`src/rtl/shifter_pkg.sv`:
```
// Shared widths, legality helpers and the landscape LFSR tap mask for the chip-to-address reconstruction path.
package shifter_pkg;

  localparam int bit_addr_shi = 19;
  localparam int bit_chip     = 6;
  localparam int bit_shi_l    = 5;
  localparam int sb_l_min     = 3;
  localparam int bit_err      = 8;
  localparam int bit_addr_out = bit_addr_shi + bit_chip;

  localparam logic [bit_shi_l-1:0] sb_l_lo = bit_shi_l'(sb_l_min);
  localparam logic [bit_shi_l-1:0] sb_l_hi = bit_shi_l'(bit_addr_shi - 1);

  // x^19 + x^18 + x^17 + x^14 + 1, shared by all landscape random sources
  localparam logic [bit_addr_shi-1:0] lfsr_taps = 19'h72000;
  localparam logic [bit_addr_shi-1:0] lfsr_seed = 19'h5A5A5;

  function automatic logic sb_legal(input logic [bit_shi_l-1:0] sb);
    return (sb >= sb_l_lo) && (sb <= sb_l_hi);
  endfunction

  function automatic logic [bit_addr_out-1:0] midpoint_fill(input logic [bit_shi_l-1:0] sb);
    return bit_addr_out'(1) << (sb - bit_shi_l'(1));
  endfunction

endpackage

```
`src/rtl/shifter_l_if.sv`:
```
// Valid/ready bundle between the chip readback path (master) and the shifter_l pipeline (slave).
interface shifter_l_if
  import shifter_pkg::*;
();
  logic                    in_valid;
  logic                    in_ready;
  logic [bit_chip-1:0]     in;
  logic [bit_shi_l-1:0]    sb_l;
  logic                    out_valid;
  logic                    out_ready;
  logic [bit_addr_out-1:0] out;
  logic                    out_err;
  logic [bit_err-1:0]      err_cnt;

  modport slave (
    input  in_valid, in, sb_l, out_ready,
    output in_ready, out_valid, out, out_err, err_cnt
  );

  modport master (
    output in_valid, in, sb_l, out_ready,
    input  in_ready, out_valid, out, out_err, err_cnt
  );
endinterface

```
`src/rtl/shifter_l_lfsr.sv`:
```
// Fibonacci LFSR that steps only when enabled; seed and tap mask are parameters.
module shifter_l_lfsr #(
  parameter int               width = 19,
  parameter logic [width-1:0] seed  = '1,
  parameter logic [width-1:0] taps  = '1
) (
  input  logic             clk,
  input  logic             rst_n,
  input  logic             i_en,
  output logic [width-1:0] o_state
);
  logic [width-1:0] r_state;
  logic             w_fb;

  assign w_fb    = ^(r_state & taps);
  assign o_state = r_state;

  always_ff @(posedge clk or negedge rst_n) begin
    if (!rst_n) begin
      r_state <= seed;
    end else if (i_en) begin
      r_state <= {r_state[width-2:0], w_fb};
    end
  end
endmodule

```
`src/rtl/shifter_l.sv`:
```
// Two-stage valid/ready left-shift reconstruction with midpoint fill and saturating out-of-range counter.
// Optional dither fill replacing the midpoint bit: define SHIFTER_L_DITHER_EN.
module shifter_l
  import shifter_pkg::*;
(
  input logic       clk,
  input logic       clr,
  shifter_l_if.slave bus
);
  logic                    r_s1_valid;
  logic [bit_chip-1:0]     r_s1_in;
  logic [bit_shi_l-1:0]    r_s1_sb;
  logic                    r_out_valid;
  logic [bit_addr_out-1:0] r_out;
  logic                    r_out_err;
  logic [bit_err-1:0]      r_err_cnt;

  logic                    w_s2_free;
  logic                    w_in_ready;
  logic                    w_s1_load;
  logic                    w_s2_load;
  logic                    w_legal;
  logic [bit_addr_out-1:0] w_shifted;
  logic [bit_addr_out-1:0] w_fill;

  assign w_s2_free  = !r_out_valid || bus.out_ready;
  assign w_in_ready = !r_s1_valid || w_s2_free;
  assign w_s1_load  = bus.in_valid && w_in_ready;
  assign w_s2_load  = r_s1_valid && w_s2_free;
  assign w_legal    = sb_legal(r_s1_sb);
  assign w_shifted  = bit_addr_out'(r_s1_in) << r_s1_sb;

`ifdef SHIFTER_L_DITHER_EN
  logic [bit_addr_shi-1:0] w_lfsr;
  logic [bit_addr_out-1:0] w_low_mask;

  shifter_l_lfsr #(
    .width (bit_addr_shi),
    .seed  (lfsr_seed),
    .taps  (lfsr_taps)
  ) u_lfsr (
    .clk     (clk),
    .rst_n   (clr),
    .i_en    (w_s2_load),
    .o_state (w_lfsr)
  );

  // sb_l <= bit_addr_shi-1 on the legal path, so the mask never exceeds the LFSR width
  assign w_low_mask = (bit_addr_out'(1) << r_s1_sb) - bit_addr_out'(1);
  assign w_fill     = bit_addr_out'(w_lfsr) & w_low_mask;
`else
  assign w_fill = midpoint_fill(r_s1_sb);
`endif

  always_ff @(posedge clk or negedge clr) begin
    if (!clr) begin
      r_s1_valid <= 1'b0;
      r_s1_in    <= '0;
      r_s1_sb    <= '0;
    end else if (w_s1_load) begin
      r_s1_valid <= 1'b1;
      r_s1_in    <= bus.in;
      r_s1_sb    <= bus.sb_l;
    end else if (w_s2_load) begin
      r_s1_valid <= 1'b0;
    end
  end

  always_ff @(posedge clk or negedge clr) begin
    if (!clr) begin
      r_out_valid <= 1'b0;
      r_out       <= '0;
      r_out_err   <= 1'b0;
      r_err_cnt   <= '0;
    end else if (w_s2_load) begin
      r_out_valid <= 1'b1;
      r_out       <= w_legal ? (w_shifted | w_fill) : '0;
      r_out_err   <= !w_legal;
      if (!w_legal && (r_err_cnt != '1)) begin
        r_err_cnt <= r_err_cnt + 1'b1;
      end
    end else if (bus.out_ready) begin
      r_out_valid <= 1'b0;
    end
  end

  assign bus.in_ready  = w_in_ready;
  assign bus.out_valid = r_out_valid;
  assign bus.out       = r_out;
  assign bus.out_err   = r_out_err;
  assign bus.err_cnt   = r_err_cnt;
endmodule

```
`src/flat_wrapper.sv`:
```
// flat-port wrapper written by rule: the top's interface ports become plain ports
module shifter_l_flat import shifter_pkg::*;
  (clk, clr, bus_in_valid, bus_in, bus_sb_l, bus_out_ready, bus_in_ready, bus_out_valid, bus_out, bus_out_err, bus_err_cnt);
  shifter_l_if bus_i ();
  input logic clk;
  input logic clr;
  input wire logic [$bits(bus_i.in_valid)-1:0] bus_in_valid;
  input wire logic [$bits(bus_i.in)-1:0] bus_in;
  input wire logic [$bits(bus_i.sb_l)-1:0] bus_sb_l;
  input wire logic [$bits(bus_i.out_ready)-1:0] bus_out_ready;
  output wire logic [$bits(bus_i.in_ready)-1:0] bus_in_ready;
  output wire logic [$bits(bus_i.out_valid)-1:0] bus_out_valid;
  output wire logic [$bits(bus_i.out)-1:0] bus_out;
  output wire logic [$bits(bus_i.out_err)-1:0] bus_out_err;
  output wire logic [$bits(bus_i.err_cnt)-1:0] bus_err_cnt;
  assign bus_i.in_valid = bus_in_valid;
  assign bus_i.in = bus_in;
  assign bus_i.sb_l = bus_sb_l;
  assign bus_i.out_ready = bus_out_ready;
  assign bus_in_ready = bus_i.in_ready;
  assign bus_out_valid = bus_i.out_valid;
  assign bus_out = bus_i.out;
  assign bus_out_err = bus_i.out_err;
  assign bus_err_cnt = bus_i.err_cnt;
  shifter_l u_core (.clk(clk), .clr(clr), .bus(bus_i));
endmodule
```
`config.mk`:
```
export PLATFORM = sky130hd
export DESIGN_NAME = shifter_l_flat
export DESIGN_NICKNAME = d
export VERILOG_FILES = /design/src/rtl/shifter_pkg.sv /design/src/rtl/shifter_l_if.sv /design/src/rtl/shifter_l_lfsr.sv /design/src/rtl/shifter_l.sv /design/src/flat_wrapper.sv
export SDC_FILE = /design/constraint.sdc
export NUM_CORES = 1
export LEC_CHECK = 0
export BUFFER_PORTS_ARGS = -buffer_cell sky130_fd_sc_hd__buf_2
export CAP_MARGIN = 10
export CORE_ASPECT_RATIO = 0.9
export CORE_UTILIZATION = 34
export CTS_BUF_LIST = sky130_fd_sc_hd__clkbuf_8
export DETAILED_ROUTE_END_ITERATION = 12
export HOLD_SLACK_MARGIN = 0.12
export PLACE_DENSITY_LB_ADDON = 0.15
export SYNTH_ARGS = -nofsm -noshare
export SYNTH_HDL_FRONTEND = slang
export SYNTH_SLANG_ARGS = --single-unit
```
`constraint.sdc`:
```
create_clock -name clk -period 4.5 [get_ports clk]
set_clock_uncertainty 0.1 [all_clocks]
set_input_delay 0.45 -clock clk [delete_from_list [all_inputs] [get_ports clk]]
set_output_delay 0.45 -clock clk [all_outputs]
set_load 0.1 [all_outputs]
```
==> qor.yml, run 1 <==
status: "complete, no violations"
ys_seq_area_share_pct: 47.2
grt_first_pass_wirelength_mm: 10.2
cts_tree: "yes"
hold_viol: 0
crit_required_ns: 4.59
antenna_found_initial: 0
route.detailed.drc: 0
first_pass_iters: 5
setup_viol: 0
place.gp.congestion: 0.884
maxCapViolCount: 0
synthArstFlopShare_pct: 100
p_per_area_nw_per_um2: 576
ys_seq_elements: 47
worstMarginPinSlew_ns: 1.06
syn-num-nets: 252
netlist_top_cells_count: "dfrtp_1 (47), nand2_1 (29), nor2_1 (16)"
cp.arrival_ns: 2.43
path_clk_slew_ns: 0.09
cts_buffers: 5
dieWidth_um: 92.3
criticalPathCategory: "flop to flop"
path_delay_family: "flip-flops"
yosysMostFrequentCell: "dfrtp_1"
cp_cell_sequence: "clkinv_1 > mux2i_4 > nor3_1 > a211o_1"
fin_cells: 374
ant_nets: 0
maxSlewHeadroom_pct: 29.3
n_fill_cell: 727
synthDistinctLibCells: 59
finalCritPeriodShare_pct: 51.9
wl_mm: 6.10
synth_flop_cell: "dfrtp_1"
first_iter_violations: 141
synthToLayoutAreaGrowth_pct: 15.6
multi_input_area_sq_um: 1230
post_cts_buffers: 0
root_buffer: "clkbuf_8"
cpPeakStageDelay_ns: 0.92
ys_top_cells_by_area: "dfrtp_1 (47%), mux2_2 (6.3%), nand2_1 (4.4%)"
slew_violations: 0
postPlaceCellArea_sq_um: 2800
grt_pass1_vias: 1936
syn_area_sq_um: 2490
critPathLaunch: "u_core.r_s1_sb[1]"
start_util_pct: 35.2
clock-sinks: 47
critPathBufInv: 1
seqCellArea_sq_um: 1180
grt_max_degree: 48
holdBufCountCts: 0
nets: 296
core_area_sq_um: 7080
gr-max-usage-layer: "met1"
grtUsageMet3_pct: 4.12
netlist_instances: 236
htreeDepth: 2
io_buffers: 50
reg2reg_to: "u_core.bus.out[9]"
synth_top_area_share_pct: 47.2
ir_worst_vdd_uv: 295
drive_gt1_share_pct: 31.3
cp-end-kind: "flop"
slowest_stage: "dfrtp_1"
vias: 1968
hold_class: "primary input to asynchronous set/reset pin"
rsz0062_at_grt: "no"
grt_use_met2_pct: 22.9
grt_usage_pct: 16.9
cp_max_fo: 25
synth_area_leader_cell: "dfrtp_1"
ctsResizeCount: 0
io_pins: 51
synth.avg_cell_area_sq_um: 10.6
fp.dieH_um: 83.2
r2r-start: "u_core.r_s1_sb[1]"
wl_per_cell_um: 16.3
fp-row-count: 29
clockBufferDepth: 2
endpoint: "u_core.bus.out[9]"
gr-total-overflow: 0
max_freq_ghz: 0.428
pre_cts_ws_ns: 2.22
met1_usage_pct: 26.2
synth_edf_count: 0
r2r_slack_ns: 2.16
reg2reg_depth: 4
die_area_sq_um: 7680
viasPerCell: 5.26
tns_ns: 0
period_needed_ns: 2.34
critical_path_cell_count: 4
dp_cells: 366
final_area_sq_um: 2880
p_leak_nw: 1.33
start_kind: "flop"
clock_latency_ns: 0.30
yosys_warnings: 0
dp.final_hpwl_mm: 4.19
diodes: 0
fin_ws_ns: 2.16
[kinds of logic after synthesis]
family                     count (synthesis)  share of synthesized area (%)
AOI/OAI and AO/OA                         47                           13.9
buffers and inverters                     18                           3.56
DFF                                       47                           47.2
adders and majority gates                  1                          0.502
xor gates and xnor gates                   8                           3.11
and+or+nand+nor                           91                           19.7
muxes                                     24                           12.0
[through the flow]
stage	hold slack (ns)	power (mW)	util, %
2_1_floorplan	0.0544	1.26	-
3_3_place_gp	0.354	1.42	39.5
3_5_place_dp	0.356	1.42	39.5
4_1_cts	0.253	1.67	40.7
5_1_grt	0.270	1.74	40.7
6_report	0.234	1.66	40.7
[metal layers]
metal / vias to the layer above / wire length [um]
met2: 77 / 2550
li1: 945 / -
met5: - / 0
met4: 0 / 50
met3: 5 / 424
met1: 941 / 3070
[power breakdown]
group          internal [mW]  total, mW  switching, mW
clock network          0.107      0.252          0.145
logic                  0.174      0.805          0.631
registers              0.496      0.604          0.107
total                  0.777       1.66          0.884
[sequential cells by signal (all words and copies together) (netlist names)]
| register | cells |
|---|---|
| u_core.bus.err_cnt | 8 |
| u_core.bus.out | 25 |
| u_core.bus.out_err | 1 |
| u_core.bus.out_valid | 1 |
| u_core.r_s1_in | 6 |
| u_core.r_s1_sb | 5 |
| u_core.r_s1_valid | 1 |
[cells in the final DEF (no fill, tap or decap), drive strengths merged, types with 3 or more instances in the layout]
cell type  Yosys  final
buf            9     52
mux2i          7      7
nor3          10     10
a32oi          4      4
nor2b          5      5
inv            2      3
o21a           3      3
nand3          3      3
xor2           7      7
nand2b         6      6
and2           3      3
nor4           6      6
mux2          15     15
nand4          3      3
clkbuf         6      5
nand2         29     29
o21ai         11     11
a21oi          7      7
nor2          17     17
dfrtp         47     47
[worst min-delay path by stage]
| stage | slack, ns | endpoint | from | depth (start not counted) |
|---|---|---|---|---|
| after floorplan | 0.05 | u_core.bus.err_cnt[0] | clr | 0 |
| after global placement | 0.35 | u_core.bus.out[23] | u_core.bus.out[23] | 2 |
| after detailed placement | 0.36 | u_core.bus.out[23] | u_core.bus.out[23] | 2 |
| after CTS | 0.25 | u_core.r_s1_valid | bus_in_valid | 2 |
| after global routing | 0.27 | u_core.r_s1_valid | bus_in_valid | 2 |
| final | 0.23 | u_core.bus.out[24] | clr | 1 |
[final cells by class]
cell class	instances	share of cell area (%)
flip-flops and latches	47	40.8
clock buffers	5	2.39
clock inverters	3	0.564
well taps	93	4.04
inverters	3	0.391
multi-input cells	171	42.6
repair buffers	52	9.21
(Power assumes the default switching activity.)
==> inputs of run 2 (changes only) <==
==> constraint.sdc (replaced) <==
create_clock -name clk -period 2.4 [get_ports clk]
set_clock_uncertainty 0.1 [all_clocks]
set_input_delay 0.24 -clock clk [delete_from_list [all_inputs] [get_ports clk]]
set_output_delay 0.24 -clock clk [all_outputs]
set_load 0.1 [all_outputs]
==> qor.yml, run 2 (synthesis gave the netlist of run 1 again) <==
status: "complete, no violations"  # unchanged
first_pass_iters: 4  # was 5
htreeDepth: 2  # unchanged
timing.hold.ws_ns: 0.134  # was 0.234 ns
slew_violations: 0  # unchanged
fp-row-count: 29  # unchanged
clock_latency_ns: 0.29  # was 0.30 ns
viasPerCell: 5.13  # was 5.26
wl_mm: 6.16  # was 6.10 mm
hold_viol: 0  # unchanged
hold_class: "primary input to flop"  # was primary input to asynchronous set/reset pin
p_int_mw: 1.55  # was 0.777 mW
tns_ns: 0  # unchanged
start_util_pct: 35.2  # unchanged
p_leak_nw: 1.43  # was 1.33 nW
dp_cells: 372  # was 366
n_fill_cell: 716  # was 727
cts_tree: "yes"  # unchanged
postPlaceCellArea_sq_um: 2860  # was 2800 sq um
synthToLayoutAreaGrowth_pct: 23.9  # was 15.6%
cp_max_fo: 17  # was 25
criticalPathCategory: "flop to flop"  # unchanged
final_cell_mix: "buf_2 (50), dfrtp_1 (46), nand2_1 (28)"  # was buf_2 (50), dfrtp_1 (47), nand2_1 (29)
worstMarginPinSlew_ns: 0.654  # was 1.06 ns
clockPowerShare_pct: 16.1  # was 15.1%
largest_reg_flops: 25  # unchanged
antenna_found_initial: 0  # unchanged
setup_viol: 0  # unchanged
grt_usage_pct: 17.6  # was 16.9%
nets: 315  # was 296
p_sw_share_pct: 51.4  # was 53.2%
gr-total-overflow: 0  # unchanged
clockBufferDepth: 2  # unchanged
power_mw: 3.18  # was 1.66 mW
period_needed_ns: 2.11  # was 2.34 ns
io_pins: 51  # unchanged
grt_pass1_vias: 1988  # was 1,936
maxSlewHeadroom_pct: 56.3  # was 29.3%
ir_worst_vdd_uv: 390  # was 295 uV
clock-sinks: 47  # unchanged
route.detailed.drc: 0  # unchanged
vias: 2016  # was 1,968
diodes: 0  # unchanged
crit_required_ns: 2.44  # was 4.59 ns
maxCapViolCount: 0  # unchanged
p_sw_mw: 1.64  # was 0.884 mW
first_iter_violations: 187  # was 141
cts_buffers: 5  # unchanged
post_cts_buffers: 0  # unchanged
die_area_sq_um: 7680  # unchanged
layout_commonest_cell: "buf_2"  # unchanged
power_frac_comb_pct: 49.5  # was 48.5%
final_area_sq_um: 3090  # was 2880 sq um
root_buffer: "clkbuf_8"  # unchanged
io_buffers: 50  # unchanged
dieWidth_um: 92.3  # unchanged
cp.arrival_ns: 2.15  # was 2.43 ns
ant_nets: 0  # unchanged
wl_per_cell_um: 15.7  # was 16.3 um
rsz0062_at_grt: "no"  # unchanged
seq_power_share_pct: 34.4  # was 36.4%
start_kind: "flop"  # unchanged
hold-path-cell-count: 3
fp.dieH_um: 83.2  # unchanged
core_area_sq_um: 7080  # unchanged
finalCritPeriodShare_pct: 87.8  # was 51.9%
path_clk_slew_ns: 0.08  # was 0.09 ns
dp.final_hpwl_mm: 4.52  # was 4.19 mm
max_freq_ghz: 0.474  # was 0.428 GHz
reg2reg_depth: 4  # unchanged
p_per_area_nw_per_um2: 1030  # was 576 nW/um^2
cp-end-kind: "flop"  # unchanged
grt_max_degree: 31  # was 48
place.gp.congestion: 0.855  # was 0.884
fin_cells: 393  # was 374
grt_first_pass_wirelength_mm: 10.5  # was 10.2 mm
drive_gt1_share_pct: 32.0  # was 31.3%
==> run 2: cell types whose count changed in the layout (fill, tap and decap cells not counted) <==
cell           delta
dlygate4sd3_1    +13
buf_4             +5
clkbuf_8          +2
buf_12            +1
clkinv_2          -1
clkinvlp_4        -1
dfrtp_1           -1
dfrtp_2           +1
nand2_1           -1
nand2_2           +1
==> run 2: routing by layer <==
layer  track usage (%)  wire (um)
met4              4.26         41
met2              25.2       2640
met5                 0          0
met1              26.2       3110
met3              4.58        367
==> run 2: path summary, 6_finish.rpt <==
path	slack, ns	end	startpoint
max in group asynchronous	1.21	u_core.bus.out_valid	clr
min reg2reg	0.37	u_core.bus.out[23]	u_core.bus.out[23]
max reg2reg	0.29	u_core.bus.out[12]	u_core.r_s1_sb[0]
max	0.29	u_core.bus.out[12]	u_core.r_s1_sb[0]
min in group asynchronous	0.34	u_core.bus.out[0]	clr
min	0.13	u_core.bus.out_valid	bus_out_ready
==> run 2: final cells by class <==
cell class              count  area [sq um]  area share (%)
flip-flops and latches     47          1180            38.1
repair buffers             71           453            14.7
well taps                  93           116            3.77
clock inverters             1          3.75           0.122
inverters                   3          11.3           0.365
clock buffers               7          96.3            3.12
multi-input cells         171          1230            39.8
==> run 2: worst max-delay path, stage by stage, from the launching register on <==
cell     delay [ns]
dfrtp_1        0.71
mux4_1         0.67
nor2b_1        0.17
o21ai_0        0.19
a31oi_1        0.11
==> run 2: power groups by stage <==
| stage | Clock (mW) | Combinational [mW] | Sequential (mW) |
|---|---|---|---|
| after floorplan | 0 | 0.498 | 1.87 |
| after CTS | 0.537 | 1.59 | 1.10 |
| final | 0.513 | 1.58 | 1.09 |
| after global placement | 0 | 1.57 | 1.11 |
| after global routing | 0.565 | 1.66 | 1.12 |
| after detailed placement | 0 | 1.57 | 1.11 |
==> run 2: through the flow <==
stage / util (%) / worst slack, ns
6_report: 43.6 / 0.292
5_1_grt: 43.6 / 0.128
4_1_cts: 43.6 / 0.286
3_5_place_dp: 40.4 / 0.305
3_3_place_gp: 40.4 / 0.352
2_1_floorplan: - / 0.00160
==> run 2: repair_timing <==
item                      in CTS  in global routing
hold buffers                  13                  0
hold endpoints to repair      34                  0
gates resized for setup        0                  0
==> inputs of run 3 (changes only) <==
--- a/config.mk
+++ b/config.mk
@@ -13,6 +13,7 @@
 export DETAILED_ROUTE_END_ITERATION = 12
 export HOLD_SLACK_MARGIN = 0.12
 export PLACE_DENSITY_LB_ADDON = 0.15
+export REMOVE_ABC_BUFFERS = 1
 export SYNTH_ARGS = -nofsm -noshare
 export SYNTH_HDL_FRONTEND = slang
 export SYNTH_SLANG_ARGS = --single-unit
==> constraint.sdc (replaced) <==
create_clock -name clk -period 1.8 [get_ports clk]
set_clock_uncertainty 0.1 [all_clocks]
set_input_delay 0.18 -clock clk [delete_from_list [all_inputs] [get_ports clk]]
set_output_delay 0.18 -clock clk [all_outputs]
set_load 0.1 [all_outputs]
==> qor.yml, run 3 (synthesis gave the netlist of run 1 again) <==
crit_required_ns: 1.88  # was 2.44 ns
maxSlewHeadroom_pct: 67.2  # was 56.3%
path_delay_family: "flip-flops"  # unchanged
postPlaceCellArea_sq_um: 3050  # was 2860 sq um
slew_violations: 0  # unchanged
wl_mm: 6.35  # was 6.16 mm
synthToLayoutAreaGrowth_pct: 38.1  # was 23.9%
critPathBufInv: 1  # was 0
cp.arrival_ns: 1.83  # was 2.15 ns
tns_ns: 0  # unchanged
path_clk_slew_ns: 0.09  # was 0.08 ns
antenna_found_initial: 0  # unchanged
final_cell_mix: "buf_2 (50), dfrtp_1 (43), nand2_1 (28)"  # was buf_2 (50), dfrtp_1 (46), nand2_1 (28)
setup_viol: 0  # unchanged
seqCellArea_sq_um: 1180  # about the same
io_buffers: 50  # unchanged
vias: 2141  # was 2,016
final_area_sq_um: 3440  # was 3090 sq um
status: "complete, no violations"  # unchanged
ant_nets: 0  # unchanged
start_kind: "flop"  # unchanged
fp.dieH_um: 83.2  # unchanged
largest_reg_flops: 25  # unchanged
htreeDepth: 2  # unchanged
diodes: 0  # unchanged
hold_class: "primary input to flop"  # unchanged
viasPerCell: 5.16  # was 5.13
grt_first_pass_wirelength_mm: 10.4  # was 10.5 mm
clock-sinks: 47  # unchanged
core_area_sq_um: 7080  # unchanged
nets: 337  # was 315
drive_gt1_share_pct: 39.8  # was 32.0%
grt_pass1_vias: 2049  # was 1,988
p_per_area_nw_per_um2: 1380  # was 1030 nW/um^2
multi_input_area_sq_um: 1300  # was 1230 sq um
ir_worst_vdd_uv: 985  # was 390 uV
cp_max_fo: 6  # was 17
max_freq_ghz: 0.570  # was 0.474 GHz
first_pass_iters: 4  # unchanged
cpPeakStageDelay_ns: 0.44  # was 0.71 ns
fin_cells: 415  # was 393
n_fill_cell: 677  # was 716
grt_usage_pct: 17.1  # was 17.6%
dp.final_hpwl_mm: 4.52  # about the same
layout_commonest_cell: "buf_2"  # unchanged
slowest_stage: "dfrtp_2"  # was dfrtp_1
dieWidth_um: 92.3  # unchanged
first_iter_violations: 128  # was 187
place.gp.congestion: 0.843  # was 0.855
hold_viol: 0  # unchanged
gr-total-overflow: 0  # unchanged
fp-row-count: 29  # unchanged
rsz0062_at_grt: "yes"  # was no
wl_per_cell_um: 15.3  # was 15.7 um
criticalPathCategory: "flop to flop"  # unchanged
root_buffer: "clkbuf_8"  # unchanged
start_util_pct: 35.2  # unchanged
cp-end-kind: "flop"  # unchanged
cp_cell_sequence: "buf_12 > mux2i_1 > nand2_1 > a21oi_1 > o21ai_0"  # was mux4_1 > nor2b_1 > o21ai_0 > a31oi_1
p_leak_nw: 1.59  # was 1.43 nW
die_area_sq_um: 7680  # unchanged
route.detailed.drc: 0  # unchanged
maxCapViolCount: 0  # unchanged
cts_buffers: 5  # unchanged
io_pins: 51  # unchanged
grt_max_degree: 32  # was 31
period_needed_ns: 1.75  # was 2.11 ns
finalCritPeriodShare_pct: 97.5  # was 87.8%
dp_cells: 391  # was 372
clock_latency_ns: 0.30  # was 0.29 ns
clockBufferDepth: 2  # unchanged
worstMarginPinSlew_ns: 0.496  # was 0.654 ns
power_mw: 4.74  # was 3.18 mW
cts_tree: "yes"  # unchanged
[run 3: changes by cell type in the layout (fill, tap and decap cells not counted), moves of 2 or more]
cell        delta
bufinv_16      +2
nor3_1         -2
buf_12         +4
clkinvlp_4     +2
nor4_2         -3
dfrtp_1        -3
dfrtp_2        +3
buf_4         +15
clkbuf_8       -2
nor4_4         +3
[run 3: final timing paths]
check	startpoint	endpoint	slack [ns]	cells past startpoint
max	u_core.r_s1_sb[0]	u_core.bus.out[3]	0.05	5
min	bus_out_ready	u_core.r_s1_valid	0.14	4
max reg2reg	u_core.r_s1_sb[0]	u_core.bus.out[3]	0.05	5
min reg2reg	u_core.bus.out[23]	u_core.bus.out[23]	0.37	2
max in group asynchronous	clr	u_core.r_s1_sb[0]	0.73	3
min in group asynchronous	clr	u_core.bus.out[0]	0.25	2
[run 3: tightest hold or removal path, delay by kind of cell]
family	cells	cell delay [ns]
buf+inv	1	0.09
simple gates	3	0.24
[run 3: layer usage]
layer / global-route usage (%) / part of all wire (%) / vias to the layer above
met5: 0 / 0 / -
met4: 4.26 / 0.83 / 0
met3: 3.21 / 3.5 / 8
met2: 25.8 / 45 / 46
met1: 25.2 / 51 / 1057
li1: - / - / 1030
[run 3: area by class of cell]
type | count | share of cell area, %
multi-input cells | 171 | 37.8
flip-flops and latches | 47 | 34.3
clock inverters | 3 | 1.96
clock buffers | 5 | 2.00
inverters | 3 | 0.436
repair buffers | 93 | 20.1
well taps | 93 | 3.38
[run 3: metrics by stage]
stage | utilization [%] | hold WS, ns | setup WS [ns]
2_1_floorplan | - | -0.216 | -1.24
3_3_place_gp | 43.1 | 0.0714 | 0.0164
3_5_place_dp | 43.1 | 0.0674 | -0.00622
4_1_cts | 47.0 | 0.156 | -0.0212
5_1_grt | 48.6 | 0.154 | -0.0127
6_report | 48.6 | 0.139 | 0.0457
[run 3: repair_timing]
action,in CTS,in global routing
pin swaps,0,6
hold buffers,14,0
buffers inserted,0,1
resized for setup,0,20
cloned,0,1
hold endpoints to repair,32,0
endpoints found under the setup margin,2,27
[run 3: power breakdown]
group,internal (mW),total [mW],switching (mW)
registers,1.25,1.45,0.206
clock network,0.554,0.930,0.376
logic,0.632,2.36,1.73
total,2.43,4.74,2.31
